File: src/rtl/uart_tx_queue.sv
// Byte FIFO plus transmit sequencer that feeds the UART transmitter one byte per TxDone.
// Optional TxDone watchdog is compiled in when TXQ_WDOG_EN is defined.
module uart_tx_queue #(
  parameter int unsigned DEPTH       = 16,
  parameter int unsigned AW          = 4,
  parameter int unsigned GAP_CYCLES  = 0,
  parameter int unsigned WDOG_CYCLES = 65535
) (
  input  logic          clk_i,
  input  logic          rst_ni,
  input  logic          clear_i,
  input  logic [7:0]    wrData_i,
  input  logic          wrEn_i,
  output logic          full_o,
  output logic          empty_o,
  output logic [AW:0]   count_o,
  output logic          overflow_o,
  output logic          busy_o,
  output logic [7:0]    txData_o,
  output logic          txEn_o,
  input  logic          txDone_i,
  output logic          wdogErr_o
);

  // One timer serves both GAP and the SEND watchdog; the two states never overlap.
  localparam int unsigned MaxWait = (GAP_CYCLES > WDOG_CYCLES) ? GAP_CYCLES : WDOG_CYCLES;
  localparam int unsigned TmW     = (MaxWait < 2) ? 1 : $clog2(MaxWait);
  localparam logic [TmW-1:0] GapLast  = TmW'((GAP_CYCLES > 0) ? GAP_CYCLES - 1 : 0);
  localparam logic [AW:0]    DepthCnt = (AW + 1)'(DEPTH);

  typedef enum logic [1:0] {IDLE, LOAD, SEND, GAP} state_e;

  state_e         state_q, state_d;
  logic [7:0]     mem_q [DEPTH];
  logic [AW-1:0]  wrPtr_q, wrPtr_d, rdPtr_q, rdPtr_d;
  logic [AW:0]    count_q, count_d;
  logic           full_q, full_d, empty_q, empty_d;
  logic           overflow_q, overflow_d;
  logic [7:0]     txData_q, txData_d;
  logic           txEn_q, txEn_d;
  logic           txDone_q;
  logic [TmW-1:0] timer_q, timer_d;
  logic           doneRise, wrAccept, pop, wdogExpire;

  assign wrAccept = wrEn_i & ~full_q & ~clear_i;
  assign pop      = (state_q == LOAD) & ~clear_i;
  assign doneRise = txDone_i & ~txDone_q;

`ifdef TXQ_WDOG_EN
  localparam logic [TmW-1:0] WdogLast = TmW'(WDOG_CYCLES - 1);
  logic wdogErr_q;

  assign wdogExpire = (state_q == SEND) & ~doneRise & (timer_q == WdogLast);

  always_ff @(posedge clk_i or negedge rst_ni) begin
    if (!rst_ni)         wdogErr_q <= 1'b0;
    else if (clear_i)    wdogErr_q <= 1'b0;
    else if (wdogExpire) wdogErr_q <= 1'b1;
  end

  assign wdogErr_o = wdogErr_q;
`else
  assign wdogExpire = 1'b0;
  assign wdogErr_o  = 1'b0;
`endif

  always_ff @(posedge clk_i or negedge rst_ni) begin
    if (!rst_ni) begin
      state_q <= IDLE;
      timer_q <= '0;
    end else begin
      state_q <= state_d;
      timer_q <= timer_d;
    end
  end

  // IDLE also looks at the write being accepted now, so a lone byte sees TxEn two cycles after WrEn.
  always_comb begin
    state_d = state_q;
    case (state_q)
      IDLE:    if (!empty_q || wrAccept) state_d = LOAD;
      LOAD:    state_d = SEND;
      SEND: begin
        if (doneRise)        state_d = (GAP_CYCLES > 0) ? GAP : IDLE;
        else if (wdogExpire) state_d = IDLE;
      end
      GAP:     if (timer_q == GapLast) state_d = IDLE;
      default: state_d = IDLE;
    endcase
    if (clear_i) state_d = IDLE;
    timer_d = (state_d != state_q) ? '0 : timer_q + TmW'(1);
  end

  always_comb begin
    busy_o = (state_q != IDLE);
  end

  always_comb begin
    wrPtr_d    = wrPtr_q;
    rdPtr_d    = rdPtr_q;
    count_d    = count_q;
    overflow_d = overflow_q;
    txData_d   = txData_q;
    txEn_d     = pop;
    if (wrAccept) wrPtr_d = wrPtr_q + AW'(1);
    if (pop) begin
      rdPtr_d  = rdPtr_q + AW'(1);
      txData_d = mem_q[rdPtr_q];
    end
    if (wrAccept && !pop)      count_d = count_q + (AW + 1)'(1);
    else if (!wrAccept && pop) count_d = count_q - (AW + 1)'(1);
    if (wrEn_i && full_q) overflow_d = 1'b1;
    if (clear_i) begin
      wrPtr_d    = '0;
      rdPtr_d    = '0;
      count_d    = '0;
      overflow_d = 1'b0;
      txEn_d     = 1'b0;
    end
    full_d  = (count_d == DepthCnt);
    empty_d = (count_d == '0);
  end

  always_ff @(posedge clk_i or negedge rst_ni) begin
    if (!rst_ni) begin
      wrPtr_q    <= '0;
      rdPtr_q    <= '0;
      count_q    <= '0;
      full_q     <= 1'b0;
      empty_q    <= 1'b1;
      overflow_q <= 1'b0;
      txData_q   <= 8'h00;
      txEn_q     <= 1'b0;
      txDone_q   <= 1'b0;
    end else begin
      wrPtr_q    <= wrPtr_d;
      rdPtr_q    <= rdPtr_d;
      count_q    <= count_d;
      full_q     <= full_d;
      empty_q    <= empty_d;
      overflow_q <= overflow_d;
      txData_q   <= txData_d;
      txEn_q     <= txEn_d;
      txDone_q   <= txDone_i;
    end
  end

  // Storage carries no reset; stale contents are never read past the pointers.
  always_ff @(posedge clk_i) begin
    if (wrAccept) mem_q[wrPtr_q] <= wrData_i;
  end

  assign full_o     = full_q;
  assign empty_o    = empty_q;
  assign count_o    = count_q;
  assign overflow_o = overflow_q;
  assign txData_o   = txData_q;
  assign txEn_o     = txEn_q;

endmodule

File: config.mk
export PLATFORM = sky130hd
export DESIGN_NAME = uart_tx_queue
export DESIGN_NICKNAME = d
export VERILOG_FILES = /design/src/rtl/uart_tx_queue.sv
export SDC_FILE = /design/constraint.sdc
export NUM_CORES = 1
export LEC_CHECK = 0
export BUFFER_PORTS_ARGS = -buffer_cell sky130_fd_sc_hd__buf_2
export CORE_MARGIN = 5
export CORE_UTILIZATION = 55
export DETAILED_ROUTE_END_ITERATION = 12
export PLACE_DENSITY = 0.72
export SYNTH_ARGS = -nofsm -noshare
export SYNTH_HDL_FRONTEND = slang
export SYNTH_SLANG_ARGS = --single-unit
File: constraint.sdc
create_clock -name clk_i -period 2.8 [get_ports clk_i]
set_input_delay 0.28 -clock clk_i [delete_from_list [all_inputs] [get_ports clk_i]]
set_output_delay 0.28 -clock clk_i [all_outputs]
set_load 0.02 [all_outputs]
==> flow_summary.json, run 1 <==
{
  "outcome": "finished clean",
  "dp_slack_ns": 0.557,
  "grt_max_degree": 33,
  "finalCritPeriodShare_pct": 81.1,
  "ir_worst_vdd_mv": 0.440,
  "synth_top_area_share_pct": 53.2,
  "grt_pass1_wl_um": 23800,
  "critical-path-top-delay-family": "simple AND/OR/NAND/NOR gates",
  "arrival_ns": 2.31,
  "grt_pass1_vias": 4211,
  "setup_viol": 0,
  "detail-route-antenna-nets": 0,
  "drive_above_1_share_pct": 17.9,
  "nNetsFinal": 545,
  "antenna_found_initial": 0,
  "synth_edf_count": 128,
  "worst_slew_pin_slew_ns": 0.930,
  "vias": 4191,
  "syn-instance-count": 486,
  "maxCapViolCount": 0,
  "crit_type": "reg2reg",
  "clk_pin_slew_ns": 0.06,
  "htreeDepth": 4,
  "cts_buffers": 17,
  "end_kind": "register",
  "cts_tree": "yes",
  "clockRootBuffer": "clkbuf_16",
  "syn_to_final_growth_pct": 13.2,
  "cp_max_fo": 8,
  "ys_top_cells_by_count": "128 x edfxtp_1, 43 x dfrtp_1, 38 x nor2_1",
  "avgRoutedWirePerCell_um": 21.0,
  "clkSinkCount": 172,
  "grt_overflow": 0,
  "yosys-top-cells-area": "edfxtp_1 53%, dfrtp_1 15%, mux4_2 5.0%, mux2i_1 4.4%, nor2_1 2.0%",
  "gp_congestion": 0.855,
  "yosysUniqueCellTypes": 46,
  "ys_seq_area_share_pct": 68.4,
  "yosysWarnings": 0,
  "synth_area_per_cell_um2": 14.9,
  "cp_slowest_cell": "nor2_1",
  "clk_latency_ns": 0.42,
  "dieArea_mm2": 0.0155,
  "skew_ns": 0.00949,
  "synth_top_cell_by_area": "edfxtp_1",
  "rsz0062_at_grt": "no",
  "rows": 41,
  "fmax_mhz": 441,
  "yosysMostFrequentCell": "edfxtp_1",
  "drt_first_pass_iters": 5,
  "drt-vias-per-instance": 5.92,
  "p_per_area_mw_per_mm2": 789,
  "cp.required_ns": 2.84,
  "wirelength_um": 14900,
  "drc": 0,
  "finalHoldViolations": 0,
  "async_flop_share_pct": 25.6,
  "synth_nets": 508,
  "die_h_um": 125,
  "dr.first_iter.drc_count": 392,
  "layout_setup_ws_ns": 0.531,
  "synth-main-ff-cell": "edfxtp_1",
  "ys_seq_elements": 172,
  "syn_area_mm2": 0.00723,
  "dp_hpwl_um": 9810,
  "slew_viol_final": 0,
  "power.leakage_uw": 0.00290,
  "fillCellCount": 944,
  "antenna_cells": 0,
  "relSlewSlack_pct": 37.8,
  "fp.coreArea_mm2": 0.0128,
  "max_stage_delay_ns": 0.72,
  "final-seq-area_mm2": 0.00495,
  "grt_use_total_pct": 20.3,
  "stdcell_count": 708,
  "hp-class": "in2reg",
  "die_w_um": 125,
  "holdWs_ns": 0.116,
  "critPathBufInv": 1,
  "clockBufferDepth": 2,
  "start_util_pct": 56.6,
  "finalCriticalPeriod_ns": 2.27,
  "final_util_pct": 64.1,
  "io_pins": 32,
  "crit_path_cell_trace": "inv_1, ha_1, or3b_2, nor2_1",
  "multi_input_area_mm2": 0.00213,
  "io_buffer_count": 30,
  "tns_ns": 0,
  "placed_cells": 674,
  "ctsResizeCount": 0,
  "start_kind": "register"
}
-- path summary, 6_finish.rpt --
path	from	to	slack [ns]	depth (start not counted)
max	wrPtr_q[0]	mem_q[4][2]	0.53	4
min	clear_i	rdPtr_q[3]	0.12	2
max reg2reg	wrPtr_q[0]	mem_q[4][2]	0.53	4
min reg2reg	txData_o[7]	txData_o[7]	0.50	2
max in group asynchronous	rst_ni	txData_o[6]	1.75	3
min in group asynchronous	rst_ni	timer_q[13]	0.44	2
-- stage by stage --
step                      area, um^2  total power, uW
after floorplan                 7230             3800
after global placement          7560             4100
after detailed placement        7560             4140
after CTS                       8180             6500
after global routing            8180             6710
final                           8180             6460
-- report_power, final --
part | leakage (uW) | total (uW) | switching [uW] | internal (uW)
Sequential | 0.00174 | 3030 | 144 | 2880
Combinational | 0.000865 | 1050 | 640 | 413
Clock | 0.000300 | 2370 | 919 | 1450
-- kinds of logic after synthesis --
logic type	after synthesis	share of synthesized area, %
fa+ha+maj	9	1.56
compound gates	34	3.25
buf+inv	34	2.18
other cells	1	0.0519
mux	50	9.83
simple gates	165	12.2
xor+xnor	21	2.54
flops	172	68.4
-- final cells by class --
class	instances	area share, %
Multi-Input combinational cell	280	26.0
Clock inverter	7	1.02
Timing Repair Buffer	41	3.06
Sequential cell	172	60.5
Tap cell	172	2.63
Clock buffer	25	6.32
Inverter	11	0.505
-- layout by cell type, fill, tap and decap left out, types with 3 or more instances in the layout --
cell / instances
nand3_1: 17
clkbuf_16: 18
edfxtp_1: 128
buf_2: 30
a21oi_1: 7
xor2_1: 13
nor2_1: 38
nand4_1: 21
nor2b_1: 5
a211oi_1: 3
ha_1: 9
nor4_1: 4
xnor2_1: 8
and2_1: 13
mux4_2: 16
nand2_1: 28
clkbuf_8: 4
clkbuf_1: 3
a31oi_1: 3
mux2i_1: 32
inv_1: 10
and3_1: 4
nor3_1: 10
dfrtp_1: 42
clkinv_2: 4
nand2b_1: 12
buf_4: 8
a22oi_1: 16
-- sequential cells by signal (all words and copies together) (netlist names) --
signal / count
count_o: 5
empty_o: 1
full_o: 1
mem_q: 128
overflow_o: 1
rdPtr_q: 4
state_q: 2
timer_q: 16
txData_o: 8
txDone_q: 1
txEn_o: 1
wrPtr_q: 4
-- routing by layer --
layer	up-vias	routed length (um)	global-route usage (%)	part of all wire (%)
li1	1906	-	-	-
met1	2135	6460	27.3	43
met2	125	7290	32.4	49
met3	25	791	4.46	5.3
met4	0	319	8.12	2.1
met5	-	0	0	0
-- worst reg2reg max path: stages, from the launching register on --
cell	delay, ns
dfrtp_1	0.42
inv_1	0.12
ha_1	0.18
or3b_2	0.46
nor2_1	0.72
-- what timing repair did --
item / 4_1_cts / 5_1_grt
hold buffers: 2 / 0
setup buffers: 0 / 0
hold endpoints to repair: 28 / 0
(Power assumes the default switching activity.)
==> run 2: changes to the inputs <==
--- a/config.mk
+++ b/config.mk
@@ -5,11 +5,12 @@
 export SDC_FILE = /design/constraint.sdc
 export NUM_CORES = 1
 export LEC_CHECK = 0
+export ABC_AREA = 1
 export BUFFER_PORTS_ARGS = -buffer_cell sky130_fd_sc_hd__buf_2
 export CORE_MARGIN = 5
 export CORE_UTILIZATION = 55
 export DETAILED_ROUTE_END_ITERATION = 12
-export PLACE_DENSITY = 0.72
+export PLACE_DENSITY = 0.75
 export SYNTH_ARGS = -nofsm -noshare
 export SYNTH_HDL_FRONTEND = slang
 export SYNTH_SLANG_ARGS = --single-unit
==> constraint.sdc (replaced) <==
create_clock -name clk_i -period 2.07 [get_ports clk_i]
set_input_delay 0.207 -clock clk_i [delete_from_list [all_inputs] [get_ports clk_i]]
set_output_delay 0.207 -clock clk_i [all_outputs]
set_load 0.02 [all_outputs]
==> run 2 against run 1 <==
Net effect:
- clock power grew 28%
- synthesized area grew 3.7%
- non-clock buffer count up 18
- critical endpoint is now mem_q[0][5]
- utilization is essentially flat
- via count rose by 23%
- global-route usage is 0.53 points higher
- largest cell class unchanged
- worst hold slack worse by 0.034 ns
- register-to-register slack worse by 0.23 ns
- critical path type unchanged
- synthesized cell count grew 46%
- die area rose by 3.4%
- sequential power is 33% higher
==> flow_summary.json, run 2 <==
{
  "synth_top_cell_by_area": "edfxtp_1",
  "clk_latency_ns": 0.43,
  "finalCriticalPeriod_ns": 1.77,
  "antenna_found_initial": 0,
  "hp-class": "in2reg",
  "ys_top_cells_by_count": "210 x nand2_1, 128 x edfxtp_1, 115 x nand3_1",
  "r2r-start": "full_o",
  "ff2ff_setup_slack_ns": 0.30,
  "p_per_area_mw_per_mm2": 1020,
  "dp_hpwl_um": 10200,
  "hold_end": "overflow_o",
  "gp_congestion": 0.886,
  "htreeDepth": 4,
  "largest_register_ffs": 128,
  "cp.required_ns": 2.20,
  "layout_commonest_cell": "nand2_1",
  "avgRoutedWirePerCell_um": 16.7,
  "drt-vias-per-instance": 5.48,
  "grt_overflow": 0,
  "cp_max_fo": 8,
  "clk_pin_slew_ns": 0.06,
  "grt_pass1_wl_um": 25700,
  "hold_start": "wrEn_i",
  "drc": 0,
  "worst_slew_pin_slew_ns": 0.685,
  "rsz0062_at_grt": "no",
  "start_util_pct": 56.4,
  "setup_viol": 0,
  "yosysUniqueCellTypes": 29,
  "dr.first_iter.drc_count": 456,
  "arrival_ns": 1.89,
  "fp.coreArea_mm2": 0.0133,
  "maxCapViolCount": 0,
  "layout_setup_ws_ns": 0.304,
  "synth_top_area_share_pct": 51.3,
  "dieArea_mm2": 0.0161,
  "end_kind": "register",
  "p_seq_share_pct": 46.5,
  "regMostFlops": "mem_q",
  "layout_common_cells": "210 x nand2_1, 128 x edfxtp_1, 115 x nand3_1, 42 x dfrtp_1, 38 x inv_1",
  "dp_slack_ns": 0.273,
  "syn_area_mm2": 0.00750,
  "tns_ns": 0,
  "fmax_mhz": 566,
  "yosysMostFrequentCell": "nand2_1",
  "finalCritPeriodShare_pct": 85.3,
  "nNetsFinal": 777,
  "io_buffer_count": 30,
  "synth_edf_count": 128,
  "ys_seq_area_share_pct": 66.0,
  "relSlewSlack_pct": 54.3,
  "rows": 42,
  "clockBufferDepth": 2,
  "clockRootBuffer": "clkbuf_16",
  "grt_max_degree": 66,
  "yosysWarnings": 0,
  "switching_share_pct": 28.3,
  "io_pins": 32,
  "yosys-top-cells-area": "edfxtp_1 51%, dfrtp_1 14%, nand2_1 11%, nand3_1 7.7%, inv_1 2.0%",
  "cts_tree": "yes",
  "start_kind": "register",
  "clkSinkCount": 172,
  "p_int_uw": 6240,
  "hold_depth": 3,
  "syn-instance-count": 708,
  "power_frac_comb_pct": 18.6,
  "drt_first_pass_iters": 5,
  "crit_type": "reg2reg",
  "die_h_um": 127,
  "grt_pass1_vias": 5180,
  "r2r-end": "mem_q[0][5]",
  "async_flop_share_pct": 25.6,
  "ys_seq_elements": 172,
  "skew_ns": 0.00771,
  "synth_nets": 730,
  "slew_viol_final": 0,
  "wirelength_um": 15800,
  "power_frac_clock_pct": 34.9,
  "syn_to_final_growth_pct": 13.5,
  "finalHoldViolations": 0,
  "grt_use_total_pct": 20.8,
  "power.leakage_uw": 0.00345,
  "drive_above_1_share_pct": 13.8,
  "ir_worst_vdd_mv": 0.745,
  "die_w_um": 127,
  "vias": 5175,
  "p_sw_uw": 2460,
  "antenna_cells": 0,
  "reg2reg_depth": 6,
  "outcome": "finished clean",
  "synth_area_per_cell_um2": 10.6,
  "synth-main-ff-cell": "edfxtp_1",
  "cts_buffers": 17,
  "detail-route-antenna-nets": 0
}
run 2: cell types whose count changed in the layout (fill, tap and decap cells not counted), sizes merged, moves of 15 or more:
cell	change
a22oi	-16
buf	+18
inv	+29
mux2i	-32
mux4	-16
nand2	+188
nand3	+98
nand4	-15
run 2: timing repair:
action	4_1_cts	5_1_grt
buffers inserted	0	0
hold buffers	2	0
resized for setup	0	0
endpoints found under the hold margin	27	0
run 2: critical path: stages (launching register included):
cell and delay [ns]:
dfrtp_1 0.44, inv_1 0.08, nand2_1 0.09, nor2_1 0.30, nand2_1 0.19, nor2_1 0.17
buf_4 0.21
run 2: per-layer routing:
metal / GRT usage [%] / vias to the layer above / wire (um)
met5: 0 / - / 0
met4: 8.39 / 0 / 399
met3: 5.34 / 34 / 855
met2: 34.7 / 157 / 7850
met1: 26.1 / 2493 / 6670
li1: - / 2491 / -
run 2: logic make-up after synthesis:
logic type	count (synthesis)	share of synthesized area, %
buffers and inverters	73	4.24
xor gates and xnor gates	17	1.99
DFF	172	66.0
AOI/OAI and AO/OA	33	2.62
other	1	0.0500
adders and majority gates	9	1.50
and+or+nand+nor	403	23.6
run 2: area by class of cell:
cell class / instances / area, um^2
Clock buffer: 25 / 475
Clock inverter: 7 / 90.1
Fill cell: 1029 / 4790
Inverter: 42 / 158
Multi-Input combinational cell: 463 / 2230
Sequential cell: 172 / 4950
Tap cell: 176 / 220
Timing Repair Buffer: 59 / 385
run 2: worst max path at each step:
stage	slack (ns)	depth (start not counted)	start	endpoint
2_1_floorplan	0.24	3	full_o	mem_q[15][0]
3_3_place_gp	0.28	6	full_o	mem_q[0][1]
3_5_place_dp	0.27	6	full_o	mem_q[0][7]
4_1_cts	0.26	6	full_o	mem_q[0][6]
5_1_grt	0.15	14	timer_q[0]	timer_q[4]
6_report	0.30	6	full_o	mem_q[0][5]
run 2: metrics by stage:
step                      hold WS [ns]  std cells  power (uW)  area [um^2]  util [%]
final                           0.0819        944        8700         8510      64.0
after floorplan                -0.0886        708        5250         7500         -
after detailed placement         0.279        910        5720         7920      59.6
after CTS                       0.0823        944        8760         8510      64.0
after global placement           0.276        910        5670         7920      59.6
after global routing             0.136        944        9140         8510      64.0
run 2: power by group through the flow:
stage	Clock, uW	Combinational [uW]	Sequential (uW)
6_report	3040	1620	4040
5_1_grt	3260	1810	4060
4_1_cts	3090	1630	4040
3_5_place_dp	0	1610	4110
3_3_place_gp	0	1570	4100
2_1_floorplan	0	1060	4190
